File: src/rtl/exec_muldiv_unit.sv
// exec_muldiv_unit: iterative RV32M multiply/divide unit for the execute stage.
// Multiply is a shift-add over a 2*XLEN accumulator (MUL_STEP bits per cycle),
// divide is restoring (one quotient bit per cycle). Divide-by-zero and signed
// overflow are resolved at accept and complete in a single cycle.
module exec_muldiv_unit #(
    parameter int XLEN     = 32,
    parameter int MUL_STEP = 1
) (
    input  logic            clk,
    input  logic            rst,
    input  logic            flush,
    input  logic            start,
    input  logic [2:0]      funct3,
    input  logic [XLEN-1:0] rs1,
    input  logic [XLEN-1:0] rs2,
    input  logic [4:0]      rd_addr,
    output logic            busy,
    output logic            done,
    output logic [XLEN-1:0] result,
    output logic [4:0]      done_rd_addr
);

    localparam int CNT_W = $clog2(XLEN + 1);
    localparam int PW    = 2 * XLEN;
    localparam logic [CNT_W-1:0] MUL_CYC = CNT_W'(XLEN / MUL_STEP);
    localparam logic [CNT_W-1:0] DIV_CYC = CNT_W'(XLEN);
    localparam logic [XLEN-1:0]  MIN_NEG = {1'b1, {(XLEN-1){1'b0}}};

    typedef enum logic [1:0] {S_IDLE, S_CALC, S_FIN} state_e;

    state_e           state_q, state_d;
    logic [CNT_W-1:0] cnt_q, cnt_d;
    logic [2:0]       op_q, op_d;
    logic             neg_q, neg_d;
    logic [4:0]       rd_q, rd_d;
    logic [XLEN-1:0]  a_q, a_d;        // multiplicand or divisor (magnitude)
    logic [PW-1:0]    acc_q, acc_d;    // {product high, remaining multiplier}
    logic [XLEN:0]    rem_q, rem_d;    // partial remainder with next dividend bit appended
    logic [XLEN-1:0]  quo_q, quo_d;    // unconsumed dividend bits / quotient bits
    logic             done_q, done_d;
    logic [XLEN-1:0]  result_q, result_d;
    logic [4:0]       done_rd_q, done_rd_d;

    logic            accept;
    logic            sgn1, sgn2, neg_in;
    logic [XLEN-1:0] abs1, abs2;
    logic            div0, ovf;
    logic [XLEN-1:0] spec_res;

    logic [XLEN+MUL_STEP-1:0] m_prod, m_sum;
    logic [PW-1:0]            acc_step, mul_fin;
    logic                     d_ge;
    logic [XLEN-1:0]          r_step;
    logic [XLEN-1:0]          quo_step, quo_fin, rem_fin;

    assign accept       = (state_q != S_CALC) && start && !flush;
    assign busy         = accept || ((state_q == S_CALC) && !flush);
    assign done         = done_q;
    assign result       = result_q;
    assign done_rd_addr = done_rd_q;

    // Operand preparation: signedness per op, magnitudes, result sign, special cases
    always_comb begin
        sgn1   = 1'b0;
        sgn2   = 1'b0;
        neg_in = 1'b0;
        case (funct3)
            3'd0, 3'd1, 3'd4: begin sgn1 = 1'b1; sgn2 = 1'b1; neg_in = rs1[XLEN-1] ^ rs2[XLEN-1]; end
            3'd2:             begin sgn1 = 1'b1; neg_in = rs1[XLEN-1]; end
            3'd6:             begin sgn1 = 1'b1; sgn2 = 1'b1; neg_in = rs1[XLEN-1]; end
            default:          ;
        endcase
        abs1 = (sgn1 && rs1[XLEN-1]) ? -rs1 : rs1;
        abs2 = (sgn2 && rs2[XLEN-1]) ? -rs2 : rs2;
        div0 = funct3[2] && (rs2 == '0);
        ovf  = funct3[2] && !funct3[0] && (rs1 == MIN_NEG) && (rs2 == '1);
        if (div0) spec_res = funct3[1] ? rs1 : '1;
        else      spec_res = funct3[1] ? '0  : rs1;
    end

    // One iteration of each datapath plus the sign-corrected final values
    always_comb begin
        m_prod   = {{MUL_STEP{1'b0}}, a_q} * {{XLEN{1'b0}}, acc_q[MUL_STEP-1:0]};
        m_sum    = {{MUL_STEP{1'b0}}, acc_q[PW-1:XLEN]} + m_prod;
        acc_step = PW'({m_sum, acc_q[XLEN-1:0]} >> MUL_STEP);
        mul_fin  = neg_q ? -acc_step : acc_step;

        d_ge     = rem_q >= {1'b0, a_q};
        r_step   = d_ge ? XLEN'(rem_q - {1'b0, a_q}) : rem_q[XLEN-1:0];
        quo_step = {quo_q[XLEN-2:0], d_ge};
        quo_fin  = neg_q ? -quo_step : quo_step;
        rem_fin  = neg_q ? -r_step : r_step;
    end

    // Next-state / datapath control: flush wins, then accept, then iteration
    always_comb begin
        state_d   = state_q;
        cnt_d     = cnt_q;
        op_d      = op_q;
        neg_d     = neg_q;
        rd_d      = rd_q;
        a_d       = a_q;
        acc_d     = acc_q;
        rem_d     = rem_q;
        quo_d     = quo_q;
        done_d    = 1'b0;
        result_d  = result_q;
        done_rd_d = done_rd_q;
        if (flush) begin
            state_d = S_IDLE;
        end else begin
            case (state_q)
                S_CALC: begin
                    cnt_d = cnt_q - 1'b1;
                    if (op_q[2]) begin
                        rem_d = {r_step, quo_q[XLEN-1]};
                        quo_d = quo_step;
                    end else begin
                        acc_d = acc_step;
                    end
                    if (cnt_q == CNT_W'(1)) begin
                        state_d   = S_FIN;
                        done_d    = 1'b1;
                        done_rd_d = rd_q;
                        if (op_q[2])              result_d = op_q[1] ? rem_fin : quo_fin;
                        else if (op_q[1:0] == 2'd0) result_d = mul_fin[XLEN-1:0];
                        else                      result_d = mul_fin[PW-1:XLEN];
                    end
                end
                default: begin
                    state_d = S_IDLE;
                    if (start) begin
                        op_d  = funct3;
                        neg_d = neg_in;
                        rd_d  = rd_addr;
                        if (funct3[2]) begin
                            a_d   = abs2;
                            rem_d = {{XLEN{1'b0}}, abs1[XLEN-1]};
                            quo_d = {abs1[XLEN-2:0], 1'b0};
                            cnt_d = DIV_CYC;
                        end else begin
                            a_d   = abs1;
                            acc_d = {{XLEN{1'b0}}, abs2};
                            cnt_d = MUL_CYC;
                        end
                        if (div0 || ovf) begin
                            state_d   = S_FIN;
                            done_d    = 1'b1;
                            result_d  = spec_res;
                            done_rd_d = rd_addr;
                        end else begin
                            state_d = S_CALC;
                        end
                    end
                end
            endcase
        end
    end

    // State and datapath registers
    always_ff @(posedge clk or posedge rst) begin
        if (rst) begin
            state_q   <= S_IDLE;
            cnt_q     <= '0;
            op_q      <= '0;
            neg_q     <= 1'b0;
            rd_q      <= '0;
            a_q       <= '0;
            acc_q     <= '0;
            rem_q     <= '0;
            quo_q     <= '0;
            done_q    <= 1'b0;
            result_q  <= '0;
            done_rd_q <= '0;
        end else begin
            state_q   <= state_d;
            cnt_q     <= cnt_d;
            op_q      <= op_d;
            neg_q     <= neg_d;
            rd_q      <= rd_d;
            a_q       <= a_d;
            acc_q     <= acc_d;
            rem_q     <= rem_d;
            quo_q     <= quo_d;
            done_q    <= done_d;
            result_q  <= result_d;
            done_rd_q <= done_rd_d;
        end
    end

endmodule

File: config.mk
export PLATFORM = sky130hd
export DESIGN_NAME = exec_muldiv_unit
export DESIGN_NICKNAME = d
export VERILOG_FILES = /design/src/rtl/exec_muldiv_unit.sv
export SDC_FILE = /design/constraint.sdc
export NUM_CORES = 1
export LEC_CHECK = 0
export BUFFER_PORTS_ARGS = -buffer_cell sky130_fd_sc_hd__buf_2
export CAP_MARGIN = 20
export CORE_MARGIN = 3
export CORE_UTILIZATION = 31
export CTS_CLUSTER_SIZE = 25
export DETAILED_ROUTE_END_ITERATION = 8
export GPL_ROUTABILITY_DRIVEN = 1
export SLEW_MARGIN = 20
export SYNTH_ARGS = -nofsm -noshare
export SYNTH_HDL_FRONTEND = slang
export SYNTH_SLANG_ARGS = --single-unit
File: constraint.sdc
create_clock -name clk -period 10.1 [get_ports clk]
set_clock_uncertainty 0.1 [all_clocks]
set_input_delay 0.505 -clock clk [delete_from_list [all_inputs] [get_ports clk]]
set_output_delay 0.505 -clock clk [all_outputs]
set_load 0.05 [all_outputs]
==> After elaboration in Yosys (flattened, before gate mapping) <==
Index checks and enable logic that the tools add are counted.
{ "word_totals": {"input_bits": 76, "reg_bits": 216} }
{ "classes": {"n_reduce_logical": 28, "muxes": 48, "n_eq_ne": 14, "n_lt_le_gt_ge": 1, "add_sub_neg": 8, "multipliers": 1, "bitwise_logic": 3} }
{ "op_table": {"columns": ["operator", "n"], "rows": [
  ["$mux 32", 20],
  ["$mux 64", 5],
  ["$mux 33", 4],
  ["$neg 32->32", 4],
  ["$eq 32x32->1 const B", 2],
  ["$neg 64->64", 1],
  ["$add 32x33->33", 1],
  ["$ge 33x32->1", 1],
  ["$mul 32x1->33", 1],
  ["$logic_not 32->1", 1],
  ["$sub 32x32->32", 1],
  ["$mux 5", 4],
  ["$mux 6", 2],
  ["$reduce_and 4->1", 3],
  ["$mux 2", 5],
  ["$logic_and 1x1->1", 9],
  ["$mux 1", 7],
  ["$eq 3x3->1 const B", 2],
  ["$eq 6x1->1 const B", 1],
  ["$ne 2x1->1 const B", 3],
  ["$reduce_bool 2->1", 3],
  ["$sub 6x1->6 const B", 1],
  ["$reduce_or 5->1", 1],
  ["$ne 2x2->1 const B", 2],
  ["16 further kinds", 19]
]} }

==> Depth between registers and ports, before layout <==
{ "logic_depth": {"word_depth": 9, "mapped_depth": 26, "ltp_nobuf": 21} }

==> Worst setup path after synthesis <==
OpenSTA, ideal clock, no wires.
{ "synth_path": {"kind": "register to register", "start": "reg rem_q[5]", "end": "reg result_q[30], in the netlist result[30]", "path_stages_with_launch": 26, "synth_period_minus_slack_ns": 5.724, "setup_slack_ns": 4.376, "arrival_time_ns": 5.483, "setup_time_ns": 0.141, "cell_sequence": "dfrtp_1 > ha_1 > buf_2 > nand4_1 > or2_1 > or4_4 > o211ai_1 > a21o_1 > buf_6 > buf_2 > buf_2 > buf_2 > nand2_1 > o21ai_0 > ha_1 > nand2_1 > or3_1 > or2_2 > a211oi_1 > a41oi_1 > or2_1 > nand3b_1 > or4b_1 > mux2i_1 > a32oi_1 > a31oi_1"} }
{ "synth_between": {"elab_chain_len": 8, "elab_cells_between_ends": 11} }
{ "synth_rtl": {"columns": ["item", "line_no", "text"], "rows": [
  ["start: declaration", "38", "logic [XLEN:0] rem_q, rem_d;"],
  ["start signal: assignment", "183", "rem_q <= rem_d;"],
  ["$sub 32x32->32 or $ge 33x32->1 (tied branches)", "89, 88", null],
  ["$mux 32", "89", "r_step = d_ge ? XLEN'(rem_q - {1'b0, a_q}) : rem_q[XLEN-1:0];"],
  ["$neg 32->32", "92", "rem_fin = neg_q ? -r_step : r_step;"],
  ["$mux 32", "92", null],
  ["$mux 32 (*) (2 in a row)", "125", "if (op_q[2]) result_d = op_q[1] ? rem_fin : quo_fin;"],
  ["$mux 32 (*)", "121", "if (cnt_q == CNT_W'(1)) begin"],
  ["$mux 32 (*)", "112", "case (state_q)"],
  ["end signal: assignment", "186", "result_q <= result_d;"],
  ["end: declaration", "41", "logic [XLEN-1:0] result_q, result_d;"]
]} }
Mark *: on every way between the ends. The rest lies on a longest branch, timed or not. The select of a mux whose other input is x is not followed.
A chain may end at the register's enable or synchronous reset.

==> Worst setup path in the final report <==
{ "layout_path": {"start": "reg rem_q[24]", "end": "reg result_q[30], in the netlist result[30]"} }
Same word-level chain as after synthesis.

==> results by group <==
Status
  • Outcome: complete, but fails checks
  • Failing checks: hold timing

Yosys
  • Mapped Area: slightly below 0.02 mm2
  • Post-synth top flop: dfrtp_1
  • Area leader, netlist: dfrtp_1
  • Synth Register Bits: between 200 and 250
  • Yosys warns: 0
  • Seq/Total Area, Yosys: 0.278
  • Mapped Cells: 2538
  • Number of synthesized flops with an enable pin: 0
  • Largest cells by area after synthesis: dfrtp_1 28%, o21ai_0 7.5%, nand2_1 6.7%
  • Syn Nets: 2688
  • Synth top area share: 0.278
  • Proportion of synthesized flip-flops having asynchronous set or reset: 1.00
  • Synth unique cells: 92
  • Mean Syn Cell Area: 7.67 um2

Pwr
  • Overall power: between 6 and 7 mW
  • Clock power frac: 0.162
  • Logic pwr share: 0.607
  • Net load switching power: between 3 and 4 mW
  • Cell Int Power: 3.26 mW
  • Sequential Power Share: 0.231
  • Peak supply drop: between 0.15 and 0.2 mV
  • Lkg Pwr: 9.10 nW
  • PD cells: 317 mW/mm2
  • Switch share: 0.526

Critical path
  • CP Capture Type: flop
  • R2R depth: 21
  • Worst path buffer plus inverter count: 1
  • Worst Path Required: 10.44 ns
  • Crit-path cells: ha_1 > nand3_1 > or3_1 > or4_4 > o211ai_1 > a21o_2 > buf_4 > nand2_1 > o21ai_0 > ha_1 > nand2_1 > or3_1 > or2_2 > a211oi_1 > a41oi_1 > or2_1 > nand3b_1 > or4b_1 > mux2i_1 > a32oi_1 > a31oi_1
  • CP Depth: 21
  • CP Launch Point: rem_q[24]$_DFFE_PP0P_
  • Top delay family on crit path: simple AND/OR/NAND/NOR gates
  • CP Class: reg -> reg
  • Flop-to-flop setup slack: 3.51 ns
  • CP max FO: 52
  • Worst path max stage delay: 0.61 ns
  • Setup crit end: result[30]$_DFFE_PP0P_
  • Crit path DAT: 6.92 ns
  • CP max-delay cell: buf_4
  • Origin of the critical flop-to-flop path: rem_q[24]$_DFFE_PP0P_
  • CP startpoint kind: flop
  • R2R Path End: result[30]$_DFFE_PP0P_

Placed design
  • Final weighted congestion in routability-driven placement: 0.963
  • DP Worst Slack: 3.69 ns
  • IO Port Bufs: ~110
  • Cell Area, Placed: 0.0207 mm2
  • Final HPWL DP: 59.1 mm

Drt
  • DR WL/cell: 22.6 um
  • Vias/cell: 5.77
  • Post-Route WL: between 70 and 80 mm
  • Initial detailed-routing violation count: approximately 2200
  • Detail Route Antenna Nets: 0
  • Vias post-DR: ~20000
  • Residual DRC: 0
  • DRT Pass-1 Iters: 7

Clock network
  • CTS Buffer Depth: 3
  • Postcts setup bufs: 0
  • CTS buffer count: 29
  • CTS tree: yes
  • Clock-pin slew on the worst setup and hold paths: 0.06 ns
  • Clk Latency, worst-skew pair: 0.58 ns
  • Clock Sinks: 216
  • Clk Tree Root Cell: clkbuf_16
  • CTS H-tree depth: 1
  • Hold bufs inserted after CTS: 0
  • PostCTS Resize Cnt: 0

Floorplan
  • Die H: ~260 um
  • # rows: 91
  • Die Wd: 257 um
  • Core area: 0.0619 mm2
  • Die area: 0.0658 mm2
  • I/O pins: 115
  • Starting density of the core: 0.314

STA
  • Final hold vios: 19
  • Slew Viols, Final: 0
  • Unrepaired setup endpoints after global routing: no
  • Minimum clock period: about 6.6 ns
  • Rel. slew slack: 0.314
  • Final WS setup: 3.51 ns
  • FMAX: 152 MHz
  • TNS Setup: 0 ns
  • Worst-margin pin slew: 1.03 ns
  • Final worst path period share: 0.652
  • Final setup fails: 0
  • Hold WS: -0.0481 ns

Cells and area
  • Finished Cell Area: around 0.022 mm2
  • Storage cell area: 0.00541 mm2
  • Filler instances: 6674
  • Share of cells above drive strength 1: 0.0914
  • Post-layout nets: 2700
  • ANT cells: 0
  • Area taken by multi-input logic gates: 0.0132 mm2
  • Layout overhead on the synthesized area: 11.4%

GRT
  • Pin count of the biggest net entering global routing: 106
  • Total track usage: 0.226
  • GRT overflow: 0
  • Initial antenna violation count: 4
  • First-pass GRT wire length: 116 mm
  • Vias in the first global route: 18078

Job
  • Max-cap violations: 0

Worst hold path
  • Hold Crit Class: in -> async
[metrics by stage]
stage | std cells | util
floorplan | 2538 | -
global placement | 3356 | 0.334
detailed placement | 3356 | 0.334
CTS | 3407 | 0.350
global route | 3407 | 0.350
finish | 3407 | 0.350
[routing by layer]
metal,vias up,global-route usage,share of wire
met5,-,0,0.00017
li1,9235,-,-
met1,9330,0.325,0.45
met4,2,0.0991,0.051
met2,959,0.326,0.41
met3,142,0.0439,0.096
[synthesized netlist by cell type, drive strengths merged (18+ instances only)]
| cell type | count |
|---|---|
| a21o | 27 |
| ha | 72 |
| and2 | 54 |
| dfrtp | 216 |
| a211oi | 29 |
| mux2i | 58 |
| o211ai | 29 |
| xnor2 | 113 |
| a21oi | 187 |
| nand2 | 346 |
| nor3 | 50 |
| clkbuf | 126 |
| inv | 69 |
| or4 | 21 |
| o41ai | 18 |
| nor2 | 198 |
| o31ai | 48 |
| xor2 | 101 |
| o21a | 20 |
| o21ai | 298 |
| buf | 31 |
| a31oi | 29 |
| nand4 | 30 |
| a22o | 34 |
| nand3 | 42 |
| nand2b | 25 |
| or3 | 32 |
| maj3 | 28 |
[flip-flops by register name, summed over array words and instances (netlist names), 2 cells and up]
register      count
a_q              32
acc_q            64
cnt_q             6
done_rd_addr      5
op_q              3
quo_q            32
rd_q              5
rem_q            33
result           32
state_q           2
[layout make-up]
| cell class | count | area share |
|---|---|---|
| Clock buffer | 36 | 0.0370 |
| Clock inverter | 15 | 0.00969 |
| Inverter | 70 | 0.0126 |
| Multi-Input combinational cell | 2095 | 0.609 |
| Sequential cell | 216 | 0.249 |
| Tap cell | 837 | 0.0483 |
| Timing Repair Buffer | 138 | 0.0346 |
[cells in the final DEF (no fill, tap or decap), types with 19 or more instances in the layout]
master,netlist,layout
a211oi_1,29,29
a21o_1,27,26
a21oi_1,187,187
a22o_1,34,34
a31oi_1,29,29
and2_1,54,54
buf_2,16,114
buf_4,1,24
clkbuf_16,0,29
dfrtp_1,216,215
ha_1,72,72
inv_1,68,67
maj3_1,28,28
mux2i_1,58,58
nand2_1,346,345
nand2b_1,25,24
nand3_1,42,42
nand4_1,30,30
nor2_1,198,196
nor3_1,50,50
o211ai_1,28,28
o21a_1,20,20
o21ai_0,292,292
o31ai_1,48,48
or3_1,32,32
or4_1,19,19
xnor2_1,113,113
xor2_1,101,101
[kinds of logic (layout without fill, tap and decap cells)]
logic type | Yosys count | count (layout) | synth area share
simple gates | 889 | 889 | 0.218
xor+xnor | 214 | 214 | 0.0963
compound gates | 823 | 823 | 0.264
fa+ha+maj | 102 | 102 | 0.0627
flops | 216 | 216 | 0.278
mux | 67 | 67 | 0.0356
buf+inv | 227 | 259 | 0.0456
[worst min-delay path by stage]
stage / startpoint / endpoint / slack [ns]
floorplan: rd_q[0]$_DFFE_PP0P_ / rd_q[0]$_DFFE_PP0P_ / 0.35
global placement: result[19]$_DFFE_PP0P_ / result[19]$_DFFE_PP0P_ / 0.36
detailed placement: rd_q[2]$_DFFE_PP0P_ / rd_q[2]$_DFFE_PP0P_ / 0.37
CTS: rst / cnt_q[2]$_DFFE_PP0P_ / 0.002
global route: rst / cnt_q[2]$_DFFE_PP0P_ / 0.01
finish: rst / cnt_q[2]$_DFFE_PP0P_ / -0.05
[power groups by stage]
stage | clock, mW | sequential (mW) | combinational (mW)
floorplan | 0 | 1.69 | 2.72
global placement | 0 | 1.58 | 4.07
detailed placement | 0 | 1.59 | 4.05
CTS | 1.13 | 1.58 | 4.09
global route | 1.17 | 1.64 | 4.51
finish | 1.12 | 1.59 | 4.18
No activity file was read; power rests on OpenSTA's default activity.
